<file path="config.mk">
export PLATFORM = sky130hd
export DESIGN_NAME = wallace_mul_arb
export DESIGN_NICKNAME = d
export VERILOG_FILES = /design/src/rtl/wallace_mul_arb.sv
export SDC_FILE = /design/constraint.sdc
export NUM_CORES = 1
export LEC_CHECK = 0
export CAP_MARGIN = 10
export CORE_MARGIN = 8
export CORE_UTILIZATION = 42
export DETAILED_ROUTE_END_ITERATION = 8
export HOLD_SLACK_MARGIN = 0.02
export PLACE_DENSITY = 0.94
export SYNTH_ARGS = -nofsm -noshare
export SYNTH_HDL_FRONTEND = slang
export SYNTH_SLANG_ARGS = --single-unit
</file>
<file path="constraint.sdc">
create_clock -name clk -period 3.9 [get_ports clk]
set_input_delay 0.78 -clock clk [delete_from_list [all_inputs] [get_ports clk]]
set_output_delay 0.78 -clock clk [all_outputs]
set_load 0.1 [all_outputs]
</file>
<file path="src/rtl/wallace_mul_arb.sv">
// Round-robin issue controller that shares one pipelined 8x8 multiplier among NREQ requesters.
// Optional feature macro WALLACE_MUL_ARB_CNT_EN adds the issue_cnt and inflight observation ports.
module wallace_mul_arb #(
  parameter int NREQ     = 4,
  parameter int PIPE_LAT = 4,
  parameter int IDW      = $clog2(NREQ)
) (
  input  logic              clk,
  input  logic              rst_n,
  input  logic [NREQ-1:0]   req_valid,
  input  logic [8*NREQ-1:0] req_a,
  input  logic [8*NREQ-1:0] req_b,
  output logic [NREQ-1:0]   req_ready,
  output logic [7:0]        mul_a,
  output logic [7:0]        mul_b,
  input  logic [16:0]       mul_p,
  output logic [NREQ-1:0]   rsp_valid,
  output logic [16:0]       rsp_p,
  output logic [IDW-1:0]    rsp_id,
  input  logic              flush,
  output logic              idle
`ifdef WALLACE_MUL_ARB_CNT_EN
  ,
  output logic [15:0]       issue_cnt,
  output logic [3:0]        inflight
`endif
);

  typedef enum logic [1:0] {IDLE, RUN, DRAIN} state_t;

  state_t              state;
  logic [IDW-1:0]      ptr;
  logic [PIPE_LAT-1:0] tag_v;
  logic [IDW-1:0]      tag_id [PIPE_LAT];
  logic                ret_v;
  logic [IDW-1:0]      ret_id;

  logic [IDW-1:0]      gnt_id;
  logic                gnt_any;
  logic                accept;
  logic                busy;

  function automatic logic [IDW-1:0] wrap_add(input logic [IDW-1:0] p, input int k);
    int s;
    s = int'(p) + k;
    if (s >= NREQ) s -= NREQ;
    return IDW'(s);
  endfunction

  // NOTE: every always_comb output gets a default first so no path through the block infers a latch.
  always_comb begin
    gnt_any = 1'b0;
    gnt_id  = '0;
    for (int k = 0; k < NREQ; k++) begin
      if (!gnt_any && req_valid[wrap_add(ptr, k)]) begin
        gnt_any = 1'b1;
        gnt_id  = wrap_add(ptr, k);
      end
    end
  end

  // A flush request wins over any same-cycle request, and DRAIN never grants.
  always_comb begin
    req_ready = '0;
    if (gnt_any && state != DRAIN && !flush) req_ready[gnt_id] = 1'b1;
  end

  assign accept = |(req_valid & req_ready);
  // ret_v is the result-capture slot between the last tag stage and rsp_*; it is still in flight.
  assign busy   = (|tag_v) | ret_v;
  assign idle   = (state == IDLE) && !busy;

  // NOTE: state registers use non-blocking assignments so every flop samples pre-edge values.
  always_ff @(posedge clk or negedge rst_n) begin
    if (!rst_n) begin
      state     <= IDLE;
      ptr       <= '0;
      mul_a     <= '0;
      mul_b     <= '0;
      tag_v     <= '0;
      ret_v     <= 1'b0;
      rsp_valid <= '0;
      rsp_p     <= '0;
      rsp_id    <= '0;
    end else begin
      if (accept) begin
        mul_a <= req_a[8*gnt_id +: 8];
        mul_b <= req_b[8*gnt_id +: 8];
        ptr   <= wrap_add(gnt_id, 1);
      end

      for (int i = PIPE_LAT-1; i > 0; i--) tag_v[i] <= tag_v[i-1];
      tag_v[0] <= accept;
      ret_v    <= tag_v[PIPE_LAT-1];

      rsp_valid <= ret_v ? (NREQ'(1) << ret_id) : '0;
      if (ret_v) begin
        rsp_p  <= mul_p;
        rsp_id <= ret_id;
      end

      unique case (state)
        IDLE:    if (flush) state <= DRAIN;
                 else if (accept) state <= RUN;
        RUN:     if (flush) state <= DRAIN;
                 else if (!busy && !accept) state <= IDLE;
        DRAIN:   if (!busy && !flush) state <= IDLE;
        default: state <= IDLE;
      endcase
    end
  end

  // NOTE: the id pipeline is not reset; each id is only ever read while its tag_v bit is set.
  always_ff @(posedge clk) begin
    for (int i = PIPE_LAT-1; i > 0; i--) tag_id[i] <= tag_id[i-1];
    tag_id[0] <= gnt_id;
    ret_id    <= tag_id[PIPE_LAT-1];
  end

`ifdef WALLACE_MUL_ARB_CNT_EN
  always_ff @(posedge clk or negedge rst_n) begin
    if (!rst_n) issue_cnt <= '0;
    else        issue_cnt <= issue_cnt + 16'(accept);
  end

  always_comb begin
    inflight = '0;
    for (int i = 0; i < PIPE_LAT; i++) inflight = inflight + 4'(tag_v[i]);
  end
`endif

endmodule

</file>
==> key figures, run 1 <==
Status
  • Status: finished, final reports clean

CTS
  • Number of levels in the clock H-tree: 3
  • Post_cts resized: 0
  • Clock root cell: sky130_fd_sc_hd__clkbuf_8
  • Clock tree sinks: 58
  • Source-to-sink clock delay at the later pin of the worst-skew pair: 320 ps
  • Clock buffers created by TritonCTS: 9
  • Max clock buf depth: 2
  • Hold buffer count at cts: 0
  • Clock Pin Slew Worst Setup and Hold Paths: 70 ps
  • Post-CTS Repair Setup Buffers: 0
  • CTS tree: yes

Layout
  • # diodes: 0
  • Commonest cells after routing, fill and taps aside: sky130_fd_sc_hd__clkdlybuf4s50_1, sky130_fd_sc_hd__dfrtp_1, sky130_fd_sc_hd__mux2i_1, sky130_fd_sc_hd__nand2_1, sky130_fd_sc_hd__mux2_2
  • Area growth from synthesis to layout: 65.3%
  • Share of post-route cells with drive strength above 1: 0.150
  • Count of filler cells inserted in the layout: 440
  • Total Nets Final: 417
  • Most common cell after layout, fill and taps aside: sky130_fd_sc_hd__clkdlybuf4s50_1

Floorplan
  • Placeable core region: 5780 um2
  • Overall die width: 92.6 um
  • Ports placed on the boundary: 132
  • Die span in y: 92.6 um
  • Die area: 8570 um2
  • Site Rows: 28
  • Starting Density: 0.426

Timing
  • Setup repair after global routing missed its margin: false
  • Count of endpoints failing setup in the final report: 0
  • Setup TNS Final: 0 ps
  • Minimum clock period after layout: 3630 ps
  • Max-slew violation count: 0
  • Max Freq: 0.275 GHz
  • Final worst clock skew: 7.91 ps
  • Relative max-transition margin: 0.310
  • Final Cycle Share: 0.931
  • Slew of the pin with the lowest slew margin: 1030 ps
  • Hold violation total from the final report: 0

Global routing
  • Residual overflow from global routing: 0
  • Pin count of the biggest net entering global routing: 49
  • Vias in the first global route: 2,334
  • Total routing resource utilization after global routing: 0.165
  • Number of antenna violations at the first check in global routing: 0
  • Global-route wire length before repair: 11,200 um

Worst setup path
  • Source of the critical timing path: req_valid[1]
  • Peak per-stage delay on the critical path: 780 ps
  • CP Launch Type: input pin
  • Highest-delay cell along the critical path: sky130_fd_sc_hd__o211ai_1
  • Type of the setup path with the least slack: input pin to output port
  • Launching point of the worst reg2reg path: ptr[0]
  • Register-to-register setup slack: 1570 ps
  • Capture instance of the worst register-to-register path: mul_b[5]
  • Required time of the critical path: 3120 ps
  • Arrival time at the worst endpoint: 2850 ps
  • Critical path fanouts, max: 9
  • Critical path capture point type: output port
  • Cell breakdown of the critical path: clkdlybuf4s50_1 -> nand2_1 -> o211ai_1 -> inv_1 -> nor2_1 -> buf_12
  • Reg2Reg Depth: 5

Route
  • Pre-Repair DR Iteration Count: 4
  • Number of nets still failing antenna checks after routing: 0
  • Total wire length: 6850 um
  • Mean number of vias per cell: 4.99
  • DR WL/cell: 16.7 um
  • Number of vias in the routed layout: 2,040
  • Number of DRC violations after detailed routing: 0
  • Violation count after the first detailed-routing iteration: 40

Flow run
  • Max_cap viols: 0

Placed design
  • Count of buffers inserted at the top-level ports: 131
  • Last weighted congestion value of the routability-driven placer: 0.729
  • Final HPWL from detailed placement: 5280 um

Hold path
  • Class of the tightest hold or removal check: register to register
  • WHS Path Cells: 0
  • Start point of the worst hold path: tag_id[1][0]
  • WHS Endpoint: tag_id[2][0]

Logic synthesis
  • Post-synth top flop: sky130_fd_sc_hd__dfrtp_1
  • Post-synth EDFFs: 0
  • Async set-reset flop share out of synthesis: 0.828
  • Sequential area share after synthesis: 0.569
  • Count of state elements after synthesis: 58
  • Number of distinct standard cells referenced by the synthesized netlist: 34
  • Syn Nets: 283
  • Mean Syn Cell Area: 12.6 um2
  • Cell count after synthesis: 195
  • Cell Area, Synth: 2460 um2
  • Yosys warns: 0
kinds of logic after synthesis:
kind of cell	count (synthesis)	synth area share
compound gates	28	0.0941
xor+xnor	1	0.00356
buf+inv	17	0.0427
flops	58	0.569
mux	50	0.213
simple gates	41	0.0778
layout make-up:
type | count | area [um2] | share of cell area
timing repair buffer | 134 | 1370 | 0.336
clock buffer | 10 | 138 | 0.0338
tap | 75 | 93.8 | 0.0231
clock inverter | 6 | 88.8 | 0.0218
inverter | 6 | 25.0 | 0.00615
multi-input combinational | 120 | 955 | 0.235
sequential | 58 | 1400 | 0.345
critical path: cells and delay by family:
family | cells | cell delay, ps
AO/OA/AOI/OAI | 1 | 780
AND/OR/NAND/NOR | 2 | 340
buffers and inverters | 3 | 930
Yosys cell counts (2+ instances only):
master,n,area share
sky130_fd_sc_hd__a21oi_1,2,0.0041
sky130_fd_sc_hd__buf_4,2,0.0061
sky130_fd_sc_hd__buf_6,4,0.018
sky130_fd_sc_hd__clkbuf_1,4,0.0061
sky130_fd_sc_hd__dfrtp_1,48,0.49
sky130_fd_sc_hd__dfxtp_1,10,0.081
sky130_fd_sc_hd__inv_1,3,0.0046
sky130_fd_sc_hd__inv_2,2,0.0031
sky130_fd_sc_hd__mux2_2,18,0.082
sky130_fd_sc_hd__mux2i_1,32,0.13
sky130_fd_sc_hd__nand2_1,22,0.034
sky130_fd_sc_hd__nand2_4,2,0.0092
sky130_fd_sc_hd__nor2_1,8,0.012
sky130_fd_sc_hd__nor3_1,2,0.0041
sky130_fd_sc_hd__o21ai_1,2,0.0041
sky130_fd_sc_hd__o221ai_1,16,0.057
through the flow:
| stage | worst slack (ps) | hold WS, ps | utilization | cell area [um2] | cells |
|---|---|---|---|---|---|
| finish | 269 | 327 | 0.704 | 4070 | 409 |
| global route | 142 | 337 | 0.704 | 4070 | 409 |
| CTS | 256 | 326 | 0.704 | 4070 | 409 |
| detailed placement | 287 | 312 | 0.665 | 3840 | 393 |
| global placement | 402 | 311 | 0.665 | 3840 | 393 |
| floorplan | 323 | 310 | - | 2460 | 195 |
sequential cells by signal, summed over array words and instances, names as in the netlist, 4 cells and up:
register and flops:
mul_a 8, tag_id 8, tag_v 4, mul_b 8, rsp_p 17, rsp_valid 4
metal layers:
metal,GRT usage,vias to the layer above,share of wire
met2,0.275,105,0.47
li1,-,972,-
met4,0.0604,0,0.012
met1,0.172,956,0.40
met3,0.0874,7,0.12
met5,0,-,0
how the worst max path moves through the flow:
stage | end | slack [ps] | cells past startpoint
floorplan | idle | 320 | 4
global placement | req_ready[0] | 400 | 6
detailed placement | req_ready[1] | 290 | 6
CTS | req_ready[0] | 260 | 6
global route | req_ready[1] | 140 | 6
finish | req_ready[0] | 270 | 6
Power of run 1 is not shown: default switching activity piles up to over one toggle a cycle in this logic, so the estimate is an artifact.
==> inputs of run 2 (changes only) <==
--- a/config.mk
+++ b/config.mk
@@ -8,6 +8,7 @@
 export CAP_MARGIN = 10
 export CORE_MARGIN = 8
 export CORE_UTILIZATION = 42
+export CTS_CLUSTER_SIZE = 8
 export DETAILED_ROUTE_END_ITERATION = 8
 export HOLD_SLACK_MARGIN = 0.02
 export PLACE_DENSITY = 0.94
==> results of run 2 <==
Final layout, timing and power as in run 1 (identical DEF).
Power of run 2 is left out for the same reason.
